--- config.mk ---
export PLATFORM = sky130hd
export DESIGN_NAME = alu_result_stage
export DESIGN_NICKNAME = d
export VERILOG_FILES = /design/src/rtl/alu_pkg.sv /design/src/rtl/alu_flag_gen.sv /design/src/rtl/alu_result_stage.sv
export SDC_FILE = /design/constraint.sdc
export NUM_CORES = 1
export LEC_CHECK = 0
export ABC_AREA = 0
export BUFFER_PORTS_ARGS = -buffer_cell sky130_fd_sc_hd__buf_2
export CAP_MARGIN = 5
export CORE_MARGIN = 2
export CORE_UTILIZATION = 51
export CTS_BUF_LIST = sky130_fd_sc_hd__clkbuf_16
export CTS_CLUSTER_SIZE = 10
export DETAILED_ROUTE_END_ITERATION = 8
export GPL_TIMING_DRIVEN = 0
export PLACE_DENSITY = 0.89
export SLEW_MARGIN = 30
export SYNTH_ARGS = -nofsm -noshare
export SYNTH_HDL_FRONTEND = slang
export SYNTH_SLANG_ARGS = --single-unit
--- constraint.sdc ---
create_clock -name clk -period 1.7 [get_ports clk]
set_input_delay 0.34 -clock clk [delete_from_list [all_inputs] [get_ports clk]]
set_output_delay 0.34 -clock clk [all_outputs]
set_load 0.02 [all_outputs]
--- src/rtl/alu_pkg.sv ---
// Shared ALU definitions: unit select encodings, flag struct and flag bit positions.
package alu_pkg;

  localparam int WIDTH = 16;

  typedef enum logic [1:0] {
    SEL_ARITH = 2'd0,
    SEL_LOGIC = 2'd1,
    SEL_SHIFT = 2'd2,
    SEL_PASS  = 2'd3
  } alu_sel_e;

  typedef struct packed {
    logic n;
    logic z;
    logic c;
    logic v;
  } alu_flags_t;

  localparam int FLAG_N = 3;
  localparam int FLAG_Z = 2;
  localparam int FLAG_C = 1;
  localparam int FLAG_V = 0;

endpackage

--- src/rtl/alu_flag_gen.sv ---
// Combinational N/Z/C/V derivation from a selected ALU result and its producing unit.
module alu_flag_gen
  import alu_pkg::*;
#(
  parameter int WIDTH = 16
) (
  input  logic [WIDTH-1:0] result,
  input  logic [1:0]       sel,
  input  logic             carry,
  input  logic             overflow,
  output alu_flags_t       flags
);

  always_comb begin
    flags   = '0;
    flags.n = result[WIDTH-1];
    flags.z = (result == '0);
    // Only the adder and shifter produce a meaningful carry; only the adder overflows.
    if (sel == SEL_ARITH) begin
      flags.c = carry;
      flags.v = overflow;
    end else if (sel == SEL_SHIFT) begin
      flags.c = carry;
    end
  end

endmodule

--- src/rtl/alu_result_stage.sv ---
// Registered ALU result stage: flag capture, 2-entry skid buffer on valid/ready, sticky overflow.
module alu_result_stage
  import alu_pkg::*;
#(
  parameter int WIDTH = 16
) (
  input  logic             clk,
  input  logic             rst,
  input  logic             in_valid,
  output logic             in_ready,
  input  logic [WIDTH-1:0] in_result,
  input  logic [1:0]       in_sel,
  input  logic             in_carry,
  input  logic             in_overflow,
  output logic             out_valid,
  input  logic             out_ready,
  output logic [WIDTH-1:0] out_result,
  output logic [3:0]       out_flags,
  output logic             sticky_ovf,
  input  logic             sticky_clr,
  output logic [1:0]       occupancy
);

  alu_flags_t       in_flags;

  logic             main_valid_q, main_valid_d;
  logic [WIDTH-1:0] main_result_q, main_result_d;
  alu_flags_t       main_flags_q, main_flags_d;
  logic             skid_valid_q, skid_valid_d;
  logic [WIDTH-1:0] skid_result_q, skid_result_d;
  alu_flags_t       skid_flags_q, skid_flags_d;
  logic             sticky_q, sticky_d;
  logic [1:0]       occupancy_q, occupancy_d;

  logic             accept;
  logic             drain;

  alu_flag_gen #(.WIDTH(WIDTH)) u_flag_gen (
    .result   (in_result),
    .sel      (in_sel),
    .carry    (in_carry),
    .overflow (in_overflow),
    .flags    (in_flags)
  );

  // Ready depends only on registered state and reset, never on out_ready.
  assign in_ready = !rst && !skid_valid_q;
  assign accept   = in_valid && in_ready;
  assign drain    = main_valid_q && out_ready;

  always_comb begin
    main_valid_d  = main_valid_q;
    main_result_d = main_result_q;
    main_flags_d  = main_flags_q;
    skid_valid_d  = skid_valid_q;
    skid_result_d = skid_result_q;
    skid_flags_d  = skid_flags_q;

    if (drain) begin
      if (skid_valid_q) begin
        main_result_d = skid_result_q;
        main_flags_d  = skid_flags_q;
        skid_valid_d  = 1'b0;
      end else begin
        main_valid_d  = 1'b0;
      end
    end

    // accept implies skid is empty, so the incoming beat never collides with a skid-to-main move.
    if (accept) begin
      if (!main_valid_q || drain) begin
        main_valid_d  = 1'b1;
        main_result_d = in_result;
        main_flags_d  = in_flags;
      end else begin
        skid_valid_d  = 1'b1;
        skid_result_d = in_result;
        skid_flags_d  = in_flags;
      end
    end

    sticky_d    = (sticky_q && !sticky_clr) || (drain && main_flags_q.v);
    occupancy_d = {1'b0, main_valid_d} + {1'b0, skid_valid_d};
  end

  always_ff @(posedge clk) begin
    if (rst) begin
      main_valid_q  <= 1'b0;
      main_result_q <= '0;
      main_flags_q  <= '0;
      skid_valid_q  <= 1'b0;
      skid_result_q <= '0;
      skid_flags_q  <= '0;
      sticky_q      <= 1'b0;
      occupancy_q   <= 2'd0;
    end else begin
      main_valid_q  <= main_valid_d;
      main_result_q <= main_result_d;
      main_flags_q  <= main_flags_d;
      skid_valid_q  <= skid_valid_d;
      skid_result_q <= skid_result_d;
      skid_flags_q  <= skid_flags_d;
      sticky_q      <= sticky_d;
      occupancy_q   <= occupancy_d;
    end
  end

  assign out_valid  = main_valid_q;
  assign out_result = main_result_q;
  assign out_flags  = main_flags_q;
  assign sticky_ovf = sticky_q;
  assign occupancy  = occupancy_q;

endmodule

==> summary.md <==
| Metric | Value |
|---|---|
| Peak VDD IR | 0.673 mV |
| HP Class | in -> reg |
| CP max FO | 10 |
| CTS clk-pin slew, worst paths | 0.06 ns |
| Type of origin of the critical path | register |
| DP Area | 2120 µm² |
| Area leader, netlist | dfxtp_1 |
| Layout Cells excl Fill | 326 |
| Pre-antenna DRT Iters | 5 |
| Clk sinks | 44 |
| Horiz. Die Dim | 63.9 µm |
| Cells after Synth | 224 |
| CTS Hold Buffers Added | 0 |
| Tot GR Track Use | 0.235 |
| Max Freq | 625 MHz |
| Worst Hold Depth | 3 |
| Hold Path Origin | in_result[1] |
| Tightest Pin Transition | 0.644 ns |
| Critical path type | reg -> reg |
| WHS | 0.308 ns |
| DR DRC count | 0 |
| Die Span Y | 63.9 µm |
| Post-synth net total | 250 |
| Final WL | 4590 µm |
| Status | completed |
| CP required | 1.89 ns |
| P_leak | 0.936 nW |
| Slew Viols, Final | 0 |
| Yosys warning count | 0 |
| Pwr Density | 1040 nW/µm² |
| Diodes inserted | 0 |
| First-pass GRT wire length | 7510 µm |
| Core area | 3390 µm² |
| R2R Path End | out_result[1] |
| WHS Endpoint | skid_result_q[1] |
| Placed cells | 317 |
| Sequential area share after synthesis | 0.481 |
| Final GP Congestion | 0.841 |
| Pin count of the biggest net entering global routing | 14 |
| Origin of the critical flop-to-flop path | out_valid |
| Simple-Gate Fraction of Synth Area | 0.259 |
| Top-area cell type share of the netlist area | 0.481 |
| Area Overhead vs Synth | 26.1% |
| Via/cell ratio | 5.70 |
| Skew final | 0.00465 ns |
| Cell area after layout | 2310 µm² |
| Slew margin rel. | 0.571 |
| CP arrival | 1.79 ns |
| Gr ovfl total | 0 |
| Worst setup EP type | register |
| Final setup viols | 0 |
| Min Tclk post-route | 1.60 ns |
| FF+latch count, synth | 44 |
| Netlist cell types | 31 |
| R2r worst-path depth | 5 |
| Max cap viols | 0 |
| H-tree levels | 2 |
| Asr flop ratio synth | 0 |
| Post-synth EDFFs | 0 |
| NumNets Final | 305 |
| Syn avg cell area | 8.18 µm² |
| Adder-cell share of the synthesized area | 0.00683 |
| Fin util | 0.681 |
| Synth top area cells | dfxtp_1 48%, nand2_1 15%, a311oi_1 8.1% |
| Largest family of logic cells by synthesized area | simple AND/OR/NAND/NOR gates |
| Top_reg_cell synth | dfxtp_1 |
| Most frequent cell after synthesis | nand2_1 |
| Die ar. | 4090 µm² |
| Complex-gate fraction of the synthesized area | 0.188 |
| Multiplexer share of the synthesized area | 0.0116 |
| Filler cell count | 267 |
| Initial core utilization | 0.540 |
| Share of cells above drive strength 1 | 0.286 |
| Clock buffer count from CTS | 5 |
| Synth top cells by count | 73 x nand2_1, 44 x dfxtp_1, 17 x a311oi_1, 17 x nor2_1, 14 x a21oi_1 |
| Final Hold Vio Count | 0 |
| Mapped cell area | 1830 µm² |
| Clock Path Buffers | 2 |
| Vias | 1,857 |
| Initial antenna violation count | 0 |
| Period Utilization, post-route | 0.942 |
| Post-route ant nets | 0 |
| Worst-Skew Late Latency | 0.28 ns |
| R2r setup slk | 0.1 ns |
| Post-DP HPWL | 3120 µm |
| Rows | 21 |
| Synth Area in XOR/XNOR | 0 |
| CTS tree | done |
| CTS root buf | clkbuf_16 |
| Initial drt markers | 111 |
| Port Buffers | 47 |
| I/O pins | 50 |
| Vias in the first global route | 1,699 |
| Routed WL per cell | 14.1 µm |
[worst max-delay path, cell delays in order (launching register included)]
cell and delay, ns:
dfxtp_1 0.48, and3_1 0.19, buf_2 0.22, buf_2 0.25, nand2_1 0.08, a311oi_1 0.27
[stage by stage]
stage           TNS, ns  worst slack [ns]  power, mW
3_5_place_dp     -0.491           -0.0565       1.36
5_1_grt        -0.00476          -0.00476       2.50
6_report              0            0.0994       2.41
2_1_floorplan         0             0.193       1.26
4_1_cts               0            0.0111       2.42
3_3_place_gp    -0.0745           -0.0166       1.36
[state kept, by name, indices dropped and copies added, names as in the netlist]
register,cells
out_result,16
skid_valid_q,1
out_flags,4
skid_result_q,16
out_valid,1
sticky_ovf,1
occupancy,2
skid_flags_q,3
[worst max-delay path by stage]
stage               startpoint               to  cells after the start
floorplan                  rst  skid_flags_q[0]                      6
detailed placement   out_ready     out_flags[1]                      6
global placement           rst  skid_flags_q[0]                      6
global route         out_valid   out_result[13]                      5
finish               out_valid    out_result[1]                      5
CTS                  out_valid     out_flags[1]                      5
[cell type report]
class,instances,area (µm²),share of cell area
tap,46,57.6,0.0249
timing repair buffer,49,250,0.108
clock inverter,3,38.8,0.0168
sequential,44,881,0.381
buffer,15,82.6,0.0358
clock buffer,5,125,0.0542
multi-input combinational,160,860,0.372
inverter,4,15.0,0.00650
[layout by cell type (no fill, tap or decap), types with 4 or more instances in the layout]
cell / netlist / final
nor2_1: 17 / 17
a21oi_1: 14 / 14
a21oi_2: 10 / 10
clkbuf_1: 6 / 6
a311oi_1: 17 / 17
clkbuf_16: 0 / 5
dfxtp_1: 44 / 44
nand2_1: 73 / 73
inv_1: 3 / 4
nand3_1: 6 / 6
buf_2: 7 / 53
[power by group]
part / internal, mW / switching [mW]
combinational: 0.0920 / 0.163
clock: 0.684 / 0.372
sequential: 1.07 / 0.0224
total: 1.85 / 0.557
[per-layer routing]
layer,routed length (µm),up-vias,track usage
li1,-,875,-
met1,1970,892,0.304
met2,2170,79,0.357
met3,353,11,0.0739
met4,102,0,0.109
met5,0,-,0
[logic make-up (layout without fill, tap and decap cells)]
family / Yosys count / after routing
compound gates: 47 / 47
fa+ha+maj: 1 / 1
mux: 2 / 2
flops: 44 / 44
simple gates: 110 / 110
buf+inv: 20 / 76
[what timing repair did]
item | 4_1_cts | 5_1_grt
buffers inserted | 0 | 2
setup endpoints to repair | 0 | 24
gates resized for setup | 0 | 2
No activity file was read; power rests on OpenSTA's default activity.
